$ cat src/rtl/demux_alu.sv
// demux_alu: registered 1-to-4 result demultiplexer.
// Each input word, tagged with a 2-bit select, is steered into one of four
// independent channel FIFOs. Every FIFO drains through its own valid/ready
// handshake, and a per-channel counter tracks how many words were accepted.
module demux_alu #(
  parameter int WIDTH = 8,  // data width of the input and of each channel
  parameter int DEPTH = 2,  // entries per channel FIFO, power of 2, >= 2
  parameter int CNT_W = 8   // width of each accepted-word counter
) (
  input  logic               clk,
  input  logic               rst,
  input  logic               enb,
  input  logic [WIDTH-1:0]   in_data,
  input  logic [1:0]         sel_i,
  input  logic               in_valid,
  output logic               in_ready,
  output logic [4*WIDTH-1:0] out_data,
  output logic [3:0]         out_valid,
  input  logic [3:0]         out_ready,
  output logic [4*CNT_W-1:0] count_o
);

  localparam int NCH = 4;
  localparam int AW  = $clog2(DEPTH);
  // Occupancy needs one bit more than a pointer so "full" is representable.
  localparam logic [AW:0] FULL_OCC = (AW+1)'(DEPTH);

  // Per-channel FIFO state. Pointers wrap naturally because DEPTH is a power of 2.
  logic [AW-1:0]    wr_ptr_q [NCH];
  logic [AW-1:0]    wr_ptr_d [NCH];
  logic [AW-1:0]    rd_ptr_q [NCH];
  logic [AW-1:0]    rd_ptr_d [NCH];
  logic [AW:0]      occ_q    [NCH];
  logic [AW:0]      occ_d    [NCH];
  logic [CNT_W-1:0] cnt_q    [NCH];
  logic [CNT_W-1:0] cnt_d    [NCH];
  logic [WIDTH-1:0] mem_q    [NCH][DEPTH];

  logic [NCH-1:0] full;
  logic [NCH-1:0] empty;
  logic [NCH-1:0] push;
  logic [NCH-1:0] pop;

  // Channel status and output presentation, derived only from current state.
  always_comb begin
    // NOTE: every signal written here gets a default first, so no path can leave
    // it unassigned and infer a latch.
    full     = '0;
    empty    = '0;
    out_data = '0;
    count_o  = '0;
    for (int k = 0; k < NCH; k++) begin
      full[k]  = (occ_q[k] == FULL_OCC);
      empty[k] = (occ_q[k] == '0);
      out_data[k*WIDTH +: WIDTH] = mem_q[k][rd_ptr_q[k]];
      count_o[k*CNT_W +: CNT_W]  = cnt_q[k];
    end
  end

  // Heads are offered only while enabled; an empty FIFO never offers a word.
  assign out_valid = {4{enb}} & ~empty;

  // Acceptance looks only at the addressed channel, never at out_ready, so a
  // full channel refuses its own words without stalling the other three.
  assign in_ready = enb & ~rst & ~full[sel_i];

  // Handshake decode: one push lane selected by sel_i, four independent pops.
  always_comb begin
    push = '0;
    pop  = '0;
    for (int k = 0; k < NCH; k++) begin
      push[k] = in_valid & in_ready & (sel_i == 2'(k));
      pop[k]  = out_valid[k] & out_ready[k];
    end
  end

  // Next-state for pointers, occupancy and counters of every channel.
  always_comb begin
    for (int k = 0; k < NCH; k++) begin
      wr_ptr_d[k] = wr_ptr_q[k];
      rd_ptr_d[k] = rd_ptr_q[k];
      occ_d[k]    = occ_q[k];
      cnt_d[k]    = cnt_q[k];
      if (push[k]) begin
        wr_ptr_d[k] = wr_ptr_q[k] + 1'b1;
        // The counter wraps from all-ones back to zero by plain overflow.
        cnt_d[k]    = cnt_q[k] + 1'b1;
      end
      if (pop[k]) begin
        rd_ptr_d[k] = rd_ptr_q[k] + 1'b1;
      end
      // Simultaneous push and pop leave occupancy unchanged.
      case ({push[k], pop[k]})
        2'b10:   occ_d[k] = occ_q[k] + 1'b1;
        2'b01:   occ_d[k] = occ_q[k] - 1'b1;
        default: occ_d[k] = occ_q[k];
      endcase
    end
  end

  // Control state register with synchronous reset; reset discards buffered words.
  always_ff @(posedge clk) begin
    // NOTE: sequential state uses non-blocking assignments so every register
    // samples the pre-edge values, independent of statement order.
    if (rst) begin
      for (int k = 0; k < NCH; k++) begin
        wr_ptr_q[k] <= '0;
        rd_ptr_q[k] <= '0;
        occ_q[k]    <= '0;
        cnt_q[k]    <= '0;
      end
    end else begin
      for (int k = 0; k < NCH; k++) begin
        wr_ptr_q[k] <= wr_ptr_d[k];
        rd_ptr_q[k] <= rd_ptr_d[k];
        occ_q[k]    <= occ_d[k];
        cnt_q[k]    <= cnt_d[k];
      end
    end
  end

  // FIFO storage write port: one entry per accepted word.
  always_ff @(posedge clk) begin
    // NOTE: storage has no reset; emptiness is tracked by occupancy, so stale
    // entries are never presented as valid and clearing them would only cost logic.
    for (int k = 0; k < NCH; k++) begin
      if (push[k]) begin
        mem_q[k][wr_ptr_q[k]] <= in_data;
      end
    end
  end

endmodule

$ cat config.mk
export PLATFORM = sky130hd
export DESIGN_NAME = demux_alu
export DESIGN_NICKNAME = d
export VERILOG_FILES = /design/src/rtl/demux_alu.sv
export SDC_FILE = /design/constraint.sdc
export NUM_CORES = 1
export LEC_CHECK = 0
export ABC_AREA = 1
export CAP_MARGIN = 30
export CORE_MARGIN = 8
export CORE_UTILIZATION = 57
export DETAILED_ROUTE_END_ITERATION = 12
export GPL_ROUTABILITY_DRIVEN = 0
export PLACE_DENSITY = 0.83
export SETUP_SLACK_MARGIN = 0.05
export SYNTH_ARGS = -nofsm -noshare
export SYNTH_HDL_FRONTEND = slang
export SYNTH_SLANG_ARGS = --single-unit
$ cat constraint.sdc
create_clock -name clk -period 3.8 [get_ports clk]
set_input_delay 0.95 -clock clk [delete_from_list [all_inputs] [get_ports clk]]
set_output_delay 0.95 -clock clk [all_outputs]
set_load 0.005 [all_outputs]
==> impl_results.md <==
* Core box area at 8590 sq um
* GRT Util Overall at 19.0%
* Synth Area in Compound Gates at 7.02%
* Slew HR at 56.2%
* Initial Util at 57.8%
* HPWL after detailed placement at 7990 um
* Critical path, cell by cell: clkdlybuf4s50_1, nand2_1, o21ai_2, nor2_8, clkdlybuf4s50_1
* DR vias/cell at 5.41
* Worst EP arrival at 2.50 ns
* Met2 usage at 31.2%
* Clk root buf: clkbuf_8
* Post-Syn Area at 4970 sq um
* Max-slew violations at 0
* Most frequent cells in the layout: nand2_1 (197), clkdlybuf4s50_1 (86), edfxtp_1 (64), a21oi_1 (48), dfxtp_1 (48)
* Vias in the first global route at 3,837
* CTS tree: built
* CTS sink count at 112
* Critical path startpoint category: primary input
* Synth Area in Adders at 2.01%
* Drt drc at 0
* GR Overflow Total at 0
* Initial antenna violation count at 0
* Peak Freq at 290 MHz
* Reg2Reg Depth at 12
* Fin. Hold Viols at 0
* GR Util met3 at 4.28%
* Iteration-0 DRC Markers at 306
* Least-Margin Pin Slew at 0.656 ns
* Num CTS Buffers at 9
* WP data required at 2.85 ns
* Sequential area share after synthesis at 58.0%
* Final Net Count at 670
* Reg-to-Reg Start: occ_q[0][1]$_SDFFE_PP0P_
* Worst r2r dst: occ_q[2][1]$_SDFFE_PP0P_
* Row count at 34
* First-pass GRT wire length at 18,100 um
* Die height at 109 um
* CP endpoint kind: primary output
* I/O Buffers at 86
* Unrepaired setup endpoints after global routing: no
* Share of cells above drive strength 1 at 6.16%
* Worst path most repeated cell: clkdlybuf4s50_1
* Min Hold Slack at 0.508 ns
* PD cells at 342 nW/um^2
* Clk_lat worst skew at 0.38 ns
* Synth warn at 0
* Crit path largest cell delay at 0.63 ns
* Setup tns final at 0 ns
* Clock Path Buffers at 2
* I/O Pins at 87
* Largest family of logic cells by synthesized area: simple AND/OR/NAND/NOR gates
* Hold-fix buffers, CTS at 0
* GR Util met1 at 23.4%
* FF-to-FF setup slack at 1.49 ns
* Period Utilization, post-route at 90.9%
* Tmin final at 3.45 ns
* Postcts setup bufs at 0
* Hold Path Sink: cnt_q[0][7]$_SDFFE_PP0N_
* Crit Path Category: in2out
* DR WL/cell at 14.7 um
* Largest net degree at the start of global routing at 37
* Commonest non-fill, non-tap cell in the layout: nand2_1
* Simple-Gate Fraction of Synth Area at 24.8%
* Setup violations, final at 0
* Clock transition at path regs at 0.10 ns
* Maxcap violations at 0
* Post-cts resize count at 0
* Run status: completed
* DR vias at 4,098
* Syn Nets at 579
* H-tree depth at 3
* Worst VDD drop at 0.184 mV
* Final Skew at 0.00686 ns
* Mean post-synth cell area at 8.99 sq um
* Router iterations before antenna repair at 5
* Mux share of post-synthesis cell area at 0%
* P&R area growth vs syn at 23.3%
* GR peak layer: met2
* Hold Crit Depth at 2
* HP Class: reg2reg
* Final ANT Viol Nets at 0
* Total power at 2.10 mW
* Critical Path Fanout Max at 5
* Post-Synth XOR/XNOR Area at 2.11%
* Final WL at 11,100 um
* Die X at 109 um
* Hold Path Origin: cnt_q[0][7]$_SDFFE_PP0N_
* #FFs+latches synth at 112
* CP max-delay cell: clkdlybuf4s50_1
* Unique masters post-synth at 21
* Cell leakage power at 2.34 nW
* Post-Synthesis Cells at 553
* DIE AREA at 12,000 sq um
* Antenna diodes at 0
[synthesized netlist by cell type (all sizes together)]
cell type,n,share of area (%)
dfxtp,48,19
buf,8,1.7
o21ai,21,2.2
xor2,9,1.6
nand3,17,2.2
inv,40,3.0
ha,8,2.0
xnor2,3,0.53
nand2,197,15
nand4,33,4.2
clkinv,6,0.45
clkbuf,12,0.91
nor2,39,3.6
a21oi,48,4.8
edfxtp,64,39
[power breakdown]
group	switching, mW	total, mW	internal [mW]
Combinational	0.0723	0.121	0.0483
Clock	0.427	0.683	0.256
Sequential	0.00589	1.29	1.29
Total	0.505	2.10	1.59
[kinds of logic after synthesis]
group / after synthesis
AOI/OAI and AO/OA: 69
and+or+nand+nor: 286
DFF: 112
adders and majority gates: 8
buffers and inverters: 66
xor gates and xnor gates: 12
[how the worst max path moves through the flow]
stage | from | to | slack, ns | cells past startpoint
global placement | sel_i[0] | in_ready | 0.35 | 5
global route | sel_i[0] | in_ready | 0.26 | 6
detailed placement | sel_i[0] | occ_q[3][1]$_SDFFE_PP0P_ | 0.30 | 12
floorplan | sel_i[1] | in_ready | 1.28 | 6
CTS | sel_i[0] | in_ready | 0.32 | 5
finish | sel_i[0] | in_ready | 0.35 | 5
[critical path, delay by kind of cell]
family	cells	cell delay [ns]
compound gates	1	0.26
buf+inv	2	1.08
simple gates	2	0.21
[per-layer routing]
layer  wire, um  vias to the layer above
li1           -                     2021
met1       4550                     1915
met2       5400                      142
met3        967                       20
met4        216                        0
met5          0                        -
[final cells by class]
| class | instances | area [sq um] |
|---|---|---|
| Inverter | 46 | 173 |
| Multi-Input combinational cell | 375 | 1790 |
| Sequential cell | 112 | 2880 |
| Clock inverter | 7 | 62.6 |
| Timing Repair Buffer | 100 | 966 |
| Fill cell | 645 | 2460 |
| Tap cell | 108 | 135 |
| Clock buffer | 9 | 124 |
[registers in the layout, summed over array words and instances, names as in the netlist]
name,cells
mem_q,64
cnt_q,32
occ_q,8
rd_ptr_q,4
wr_ptr_q,4
[through the flow]
stage          cells  setup WS, ns  area (sq um)  utilization (%)
4_1_cts          757         0.319          6130             71.3
5_1_grt          757         0.260          6130             71.3
3_3_place_gp     741         0.346          5940             69.2
6_report         757         0.347          6130             71.3
2_1_floorplan    553          1.28          4970                -
3_5_place_dp     741         0.299          5940             69.2
Power figures use the tool's default switching activity.
